## config.mk

```make
export PLATFORM = sky130hd
export DESIGN_NAME = program_loader_flat
export DESIGN_NICKNAME = d
export VERILOG_FILES = /design/src/rtl/program_loader_if.sv /design/src/rtl/program_loader.sv /design/src/flat_wrapper.sv
export SDC_FILE = /design/constraint.sdc
export NUM_CORES = 1
export LEC_CHECK = 0
export ABC_CLOCK_PERIOD_IN_PS = 2150
export CORE_ASPECT_RATIO = 0.6
export CORE_UTILIZATION = 35
export CTS_BUF_LIST = sky130_fd_sc_hd__clkbuf_4
export DETAILED_ROUTE_END_ITERATION = 8
export PLACE_DENSITY = 0.57
export SETUP_SLACK_MARGIN = 0.02
export SLEW_MARGIN = 20
export SYNTH_ARGS = -nofsm -noshare
export SYNTH_HDL_FRONTEND = slang
export SYNTH_SLANG_ARGS = --single-unit
```

## constraint.sdc

```tcl
create_clock -name clk -period 2.15 [get_ports clk]
set_clock_uncertainty 0.2 [all_clocks]
set_input_delay 0.43 -clock clk [delete_from_list [all_inputs] [get_ports clk]]
set_output_delay 0.43 -clock clk [all_outputs]
set_load 0.02 [all_outputs]
```

## src/rtl/program_loader_if.sv

```systemverilog
// Pin-side byte handshake, program-memory write port and status outputs of the program loader.
// The checksum signal exists only when LOADER_CHECKSUM_EN is defined.
interface program_loader_if #(
    parameter int ADDR_W = 5
);
    logic              load_mode;
    logic              byte_valid;
    logic [7:0]        byte_in;
    logic              byte_ack;
    logic              mem_we;
    logic [ADDR_W-1:0] mem_addr;
    logic [31:0]       mem_wdata;
    logic              cpu_run;
    logic [ADDR_W:0]   word_count;
    logic              load_err;
`ifdef LOADER_CHECKSUM_EN
    logic [7:0]        checksum;
`endif

    modport master (
        output load_mode, byte_valid, byte_in,
        input  byte_ack, mem_we, mem_addr, mem_wdata, cpu_run, word_count, load_err
`ifdef LOADER_CHECKSUM_EN
        , input checksum
`endif
    );

    modport slave (
        input  load_mode, byte_valid, byte_in,
        output byte_ack, mem_we, mem_addr, mem_wdata, cpu_run, word_count, load_err
`ifdef LOADER_CHECKSUM_EN
        , output checksum
`endif
    );
endinterface

```

## src/rtl/program_loader.sv

```systemverilog
// Host-side program loader: assembles handshaken pin bytes into 32-bit words and writes them to
// program memory while the CPU is held. Optional running XOR checksum via LOADER_CHECKSUM_EN.
module program_loader #(
    parameter int ADDR_W      = 5,
    parameter int SYNC_STAGES = 2
) (
    input logic             clk,
    input logic             rst_n,
    program_loader_if.slave bus
);
    localparam logic [1:0] IDLE   = 2'd0;
    localparam logic [1:0] LOAD   = 2'd1;
    localparam logic [1:0] COMMIT = 2'd2;
    localparam logic [1:0] RUN    = 2'd3;

    localparam logic [ADDR_W:0]   DEPTH     = {1'b1, {ADDR_W{1'b0}}};
    localparam logic [ADDR_W-1:0] LAST_ADDR = {ADDR_W{1'b1}};

    logic [SYNC_STAGES-1:0] lm_sync_q;
    logic [SYNC_STAGES-1:0] valid_sync_q;
    logic                   valid_prev;
    logic                   lm;
    logic                   valid_s;
    logic                   valid_rise;

    logic [1:0]  state;
    logic [1:0]  byte_idx;
    logic [1:0]  idx_next;
    logic [31:0] word;
    logic        capture;
    logic        complete;
    logic        start;

    assign lm         = lm_sync_q[SYNC_STAGES-1];
    assign valid_s    = valid_sync_q[SYNC_STAGES-1];
    assign valid_rise = valid_s && !valid_prev;

    // A byte is only taken in LOAD and only once the previous handshake has fully closed.
    assign capture  = (state == LOAD) && valid_rise && !bus.byte_ack;
    assign complete = capture && (byte_idx == 2'd3);
    assign idx_next = capture ? byte_idx + 2'd1 : byte_idx;
    assign start    = ((state == IDLE) || (state == RUN)) && lm;

    assign bus.mem_wdata = word;
    assign bus.cpu_run   = (state == RUN) && !lm;

    always_ff @(posedge clk or negedge rst_n) begin
        if (!rst_n) begin
            lm_sync_q    <= '0;
            valid_sync_q <= '0;
            valid_prev   <= 1'b0;
        end else begin
            lm_sync_q    <= {lm_sync_q[SYNC_STAGES-2:0], bus.load_mode};
            valid_sync_q <= {valid_sync_q[SYNC_STAGES-2:0], bus.byte_valid};
            valid_prev   <= valid_s;
        end
    end

    always_ff @(posedge clk or negedge rst_n) begin
        if (!rst_n) begin
            state          <= IDLE;
            byte_idx       <= 2'd0;
            word           <= 32'd0;
            bus.byte_ack   <= 1'b0;
            bus.mem_we     <= 1'b0;
            bus.mem_addr   <= '0;
            bus.word_count <= '0;
            bus.load_err   <= 1'b0;
        end else begin
            bus.mem_we <= 1'b0;

            if (!valid_s)
                bus.byte_ack <= 1'b0;
            else if (capture)
                bus.byte_ack <= 1'b1;

            // Address and count advance in the cycle after the write pulse; the address saturates.
            if (bus.mem_we) begin
                bus.word_count <= bus.word_count + 1'b1;
                if (bus.mem_addr != LAST_ADDR)
                    bus.mem_addr <= bus.mem_addr + 1'b1;
            end

            if (capture) begin
                word[{byte_idx, 3'b000} +: 8] <= bus.byte_in;
                byte_idx <= idx_next;
                if (complete) begin
                    if (bus.word_count == DEPTH)
                        bus.load_err <= 1'b1;
                    else
                        bus.mem_we <= 1'b1;
                end
            end

            case (state)
                IDLE:    state <= lm ? LOAD : RUN;
                LOAD: begin
                    if (!lm) begin
                        state <= COMMIT;
                        if (idx_next != 2'd0)
                            bus.load_err <= 1'b1;
                    end
                end
                COMMIT:  state <= RUN;
                RUN:     if (lm) state <= LOAD;
                default: state <= IDLE;
            endcase

            if (start) begin
                byte_idx       <= 2'd0;
                bus.mem_addr   <= '0;
                bus.word_count <= '0;
                bus.load_err   <= 1'b0;
            end
        end
    end

`ifdef LOADER_CHECKSUM_EN
    // Every captured byte is folded in, including overflowed and discarded ones.
    always_ff @(posedge clk or negedge rst_n) begin
        if (!rst_n)
            bus.checksum <= 8'd0;
        else if (start)
            bus.checksum <= 8'd0;
        else if (capture)
            bus.checksum <= bus.checksum ^ bus.byte_in;
    end
`endif
endmodule

```

## src/flat_wrapper.sv

```systemverilog
// flat-port wrapper written by rule: the top's interface ports become plain ports
module program_loader_flat 
#(
    parameter int ADDR_W      = 5,
    parameter int SYNC_STAGES = 2
)
  (clk, rst_n, bus_load_mode, bus_byte_valid, bus_byte_in, bus_byte_ack, bus_mem_we, bus_mem_addr, bus_mem_wdata, bus_cpu_run, bus_word_count, bus_load_err);
  program_loader_if #(.ADDR_W(ADDR_W)) bus_i ();
  input logic clk;
  input logic rst_n;
  input wire logic [$bits(bus_i.load_mode)-1:0] bus_load_mode;
  input wire logic [$bits(bus_i.byte_valid)-1:0] bus_byte_valid;
  input wire logic [$bits(bus_i.byte_in)-1:0] bus_byte_in;
  output wire logic [$bits(bus_i.byte_ack)-1:0] bus_byte_ack;
  output wire logic [$bits(bus_i.mem_we)-1:0] bus_mem_we;
  output wire logic [$bits(bus_i.mem_addr)-1:0] bus_mem_addr;
  output wire logic [$bits(bus_i.mem_wdata)-1:0] bus_mem_wdata;
  output wire logic [$bits(bus_i.cpu_run)-1:0] bus_cpu_run;
  output wire logic [$bits(bus_i.word_count)-1:0] bus_word_count;
  output wire logic [$bits(bus_i.load_err)-1:0] bus_load_err;
  assign bus_i.load_mode = bus_load_mode;
  assign bus_i.byte_valid = bus_byte_valid;
  assign bus_i.byte_in = bus_byte_in;
  assign bus_byte_ack = bus_i.byte_ack;
  assign bus_mem_we = bus_i.mem_we;
  assign bus_mem_addr = bus_i.mem_addr;
  assign bus_mem_wdata = bus_i.mem_wdata;
  assign bus_cpu_run = bus_i.cpu_run;
  assign bus_word_count = bus_i.word_count;
  assign bus_load_err = bus_i.load_err;
  program_loader #(.ADDR_W(ADDR_W), .SYNC_STAGES(SYNC_STAGES)) u_core (.clk(clk), .rst_n(rst_n), .bus(bus_i));
endmodule
```

# == Word level (Yosys, flattened, before mapping) ==
# Cells that the tools add are included.
# classes
n_addsub,4
eq_ne,9
n_shift,2
n_mux,25
n_reduce_logical,17
# ops
cell,count
bitwise mux 32 bit,1
"variable shift 8 x 7 -> 32 bit, first input constant",1
variable part select 8 x 7 -> 32 bit,1
two-way mux 5 bit,3
two-way mux 1 bit,12
two-way mux 2 bit,6
two-way mux 6 bit,2
one-hot mux 2 bit (4 select lines),1
nonzero test 2 bit,4
negator 5 -> 7 bit,1
"adder 6 x 1 -> 6 bit, second input constant",1
"== test 2 bit, second input constant",3
"== test 6 bit, second input constant",1
logical AND 1 bit,6
"adder 5 x 1 -> 5 bit, second input constant",1
"!= test 5 bit, second input constant",1
"!= test 2 bit, second input constant",2
AND reduction 2 bit,2
zero test 1 bit,3
"adder 2 x 1 -> 2 bit, second input constant",1
"== test 2 x 1 -> 1 bit, second input constant",1
zero test 2 bit,1
"!= test 2 x 1 -> 1 bit, second input constant",1
logical OR 1 bit,1
# totals
ff_bits,55
output_inout_bits,47

# == Depth between registers and ports, before layout ==
# logic_depth
depth_word,11
ltp_mapped,8
mapped_depth_nobuf,7

# == Worst setup path after synthesis ==
# No wires, ideal clock.
# synth_timing
path_kind,register to register
startpoint,register u_core.bus.mem_addr[0]
endpoint,register u_core.bus.mem_addr[3]
t_arrival_ps,1583
path_slack_ps,246
stages_incl_launch_ff,9
n_path_buf,1
cell_sequence,dfrtp_1 -> ha_1 -> and3_1 -> ha_1 -> nor2b_1 -> buf_2 -> nand4_1 -> xor2_1 -> nor2_1
# synth_via
elab_chain_cells,4
elab_cells_between_ends,7
classes_between,1 x add/sub; 1 x eq/ne; 3 x mux; 2 x reduce/logical
# synth_rtl
element,line,source
from (decl),program_loader_if.sv:30,"output byte_ack, mem_we, mem_addr, mem_wdata, cpu_run, word_count, load_err"
from (signal assigned),program_loader.sv:81,bus.mem_addr <= bus.mem_addr + 1'b1;
adder 5 x 1 -> 5 bit,program_loader.sv:81,
two-way mux 5 bit,program_loader.sv:80,if (bus.mem_addr != LAST_ADDR)
two-way mux 5 bit,program_loader.sv:78,if (bus.mem_we) begin
two-way mux 5 bit,program_loader.sv:109,if (start) begin
# Several ways; a longest one is shown, not always the timed one. The select of a mux whose other input is x is not followed.
# A chain may end at the register's enable or synchronous reset.

# == Final worst setup path ==
# layout_timing
startpoint,register u_core.bus.mem_addr[0]
endpoint,output bus_mem_addr[0]
# layout_rtl
element,line,source
to (decl),flat_wrapper.sv:16,output wire logic [$bits(bus_i.mem_addr)-1:0] bus_mem_addr;
# No word-level cell between the ends.

==> impl_results.md <==
* Status: completed
* HP Class: reg -> reg
* Die X at 110 um
* Worst stage delay on the critical path at 0.63 ns
* Design area at 3270 um2
* DR vias/cell at 4.56
* Critical path arrival at 1.43 ns
* IR Drop Worst-Case VDD at 0.000497 V
* Largest net degree at the start of global routing at 30
* Layout area overhead at 33.1%
* Flops & latches, synth at 55
* GR Util All Layers at 0.155
* Power density cells at 1250 nW/um2
* Hold path cells at 0
* DP Cell Count at 386
* Crit. End Element: primary output
* Mapped Cells at 241
* Post-detail-place hpwl at 3900 um
* Peak fanout along the critical path at 4
* Die area at 7370 um2
* Synthesis Warnings at 0
* Worst-skew pair later-pin latency at 0.37 ns
* Slew @ Worst Pin at 0.471 ns
* ANT cells at 0
* Hold_sp: u_core.valid_sync_q[0]
* CP max stage cell: clkdlybuf4s50_1
* Synth top area share at 0.560
* Root buf cell: clkbuf_4
* Total of max-cap violations at 0
* Synth cell types at 32
* Post-synthesis cell area at 2460 um2
* Minimum clock period at 2.06 ns
* Crit. path cell count at 1
* CTS Buffer Depth at 2
* Post-synth EDFFs at 0
* Initial core utilization at 0.365
* I/O pins at 59
* Relative slew slack at 0.685
* Fmax at 484 MHz
* Initial antenna violation count at 0
* Sink count of the clock tree at 55
* Synthesized net count at 264
* CP Class: reg -> out
* Chip height at 66.9 um
* Row Count at 23
* Largest area contributor in the netlist: dfrtp_1
* Worst reg2reg path startpoint: u_core.bus.mem_addr[0]
* # DRC at 0
* Period Utilization, post-route at 0.960
* Crit-path cells: clkdlybuf4s50_1
* Final setup fails at 0
* P_leak at 1.57 nW
* Reg-to-reg endpoint: u_core.bus.mem_addr[3]
* Via count at 1,805
* Wirelength, routed at 5400 um
* R2r setup slk at 0.21 ns
* Routed Antenna Nets at 0
* Global-route wire length before repair at 8320 um
* First DRT Iteration DRCs at 79
* Worst r2r path cells at 7
* Mapped Avg Cell Area at 10.2 um2
* Core area at 6730 um2
* H-tree Lvls at 2
* Top-count cell post-synth: nand2_1
* Routability cong. at 0.768
* Async set or reset register ratio after synthesis at 1.00
* CP required at 1.52 ns
* Non-Filler Instances at 396
* Main area contributors after synthesis: dfrtp_1 (56%), nand2_1 (10%), o21ai_1 (6.3%)
* Vias in the first global route at 1,628
* Setup crit start: u_core.bus.mem_addr[0]
* Overflow after GRT at 0
* Commonest cells in the netlist: nand2_1 (68), dfrtp_1 (55), o21ai_1 (31), nor2_1 (16), ha_1 (11)
* CTS tree: yes
* Placed Area at 3130 um2
* CP endpoint: bus_mem_addr[0]
* Nets at 331
* PortBufs at 58
* Bufs and invs on worst path at 1
* Total CTS buffers at 5
* DRT Pass-1 Iters at 4
* DR WL/cell at 13.6 um
* Post-synthesis sequential area ratio at 0.560
* Critical Path Start Type: flop
* Crit-path leading delay family: buffers and inverters
* Share of cells above drive strength 1 at 0.107
* CTS clock-pin slew for the worst setup and hold paths at 0.16 ns
* Hold Vio Cnt, Final at 0
* Max Slew Vio Count at 0
* Main synth FF type: dfrtp_1
-- registers in the layout, summed over array words and instances (netlist names) --
| signal | cells |
|---|---|
| u_core.valid_sync_q | 2 |
| u_core.bus.mem_addr | 5 |
| u_core.bus.word_count | 6 |
| u_core.lm_sync_q | 2 |
| u_core.bus.mem_we | 1 |
| u_core.bus.byte_ack | 1 |
| u_core.byte_idx | 2 |
| u_core.state | 2 |
| u_core.bus.load_err | 1 |
| u_core.valid_prev | 1 |
| u_core.bus.mem_wdata | 32 |
-- layout by cell type, fill, tap and decap left out, types with 2 or more instances in the layout --
cell type        netlist  layout
or3_1                  2       2
inv_1                  6       6
buf_4                  0       9
xor2_1                 5       5
clkbuf_4               0       6
bufinv_16              0       2
dlymetal6s2s_1         0       4
clkdlybuf4s50_1        0      52
nand2_4                4       4
ha_1                  11      10
nor2b_2                0       2
xnor2_1                3       3
dfrtp_1               55      55
nand4_1                4       4
o21ai_2                3       3
nor2_1                16      16
mux2i_1                3       3
a21oi_1                4       4
o21ai_1               31      31
nand2_1               68      68
-- timing repair --
action	4_1_cts	5_1_grt
buffers inserted	0	1
endpoints found under the hold margin	55	0
hold buffers	1	0
setup endpoints to repair	1	7
resized for setup	3	7
-- routing by layer --
layer  wire (um)  track usage
met5           0            0
met3         267       0.0460
met1        2950        0.231
met2        2150        0.217
met4          26       0.0345
-- cell families after synthesis --
group,share of synthesized area
simple gates,0.207
flops,0.560
compound gates,0.0962
buf+inv,0.0397
fa+ha+maj,0.0560
xor+xnor,0.0285
mux,0.0122
-- where the power goes --
part	leakage, nW	total, mW	switching, mW	internal [mW]
Sequential	0.643	1.51	0.182	1.33
Clock	0.0559	0.697	0.321	0.376
Combinational	0.872	1.87	1.02	0.855
-- layout make-up --
| class | instances | area, um2 |
|---|---|---|
| Clock buffer | 6 | 45.0 |
| Clock inverter | 2 | 60.1 |
| Fill cell | 628 | 3460 |
| Inverter | 7 | 26.3 |
| Multi-Input combinational cell | 171 | 991 |
| Sequential cell | 55 | 1380 |
| Tap cell | 87 | 109 |
| Timing Repair Buffer | 68 | 664 |
-- per-stage QoR --
step | TNS (ns) | total power [mW] | hold WS (ns) | util | setup slack, ns
3_5_place_dp | 0 | 3.40 | 0.139 | 0.465 | 0.112
4_1_cts | 0 | 4.10 | 0.174 | 0.482 | 0.0378
6_report | 0 | 4.08 | 0.172 | 0.486 | 0.0852
5_1_grt | -0.0141 | 4.37 | 0.188 | 0.486 | -0.0141
3_3_place_gp | 0 | 3.37 | 0.132 | 0.465 | 0.146
2_1_floorplan | 0 | 2.58 | -0.0656 | - | 0.246
-- worst min-delay path by stage --
stage / to / slack [ns]
final: u_core.valid_sync_q[1] / 0.17
after global routing: u_core.valid_sync_q[1] / 0.19
after CTS: u_core.valid_sync_q[1] / 0.17
after detailed placement: u_core.valid_sync_q[1] / 0.14
after global placement: u_core.lm_sync_q[1] / 0.13
after floorplan: u_core.bus.byte_ack / -0.07
Note: power is estimated with default switching activity, not from simulation.
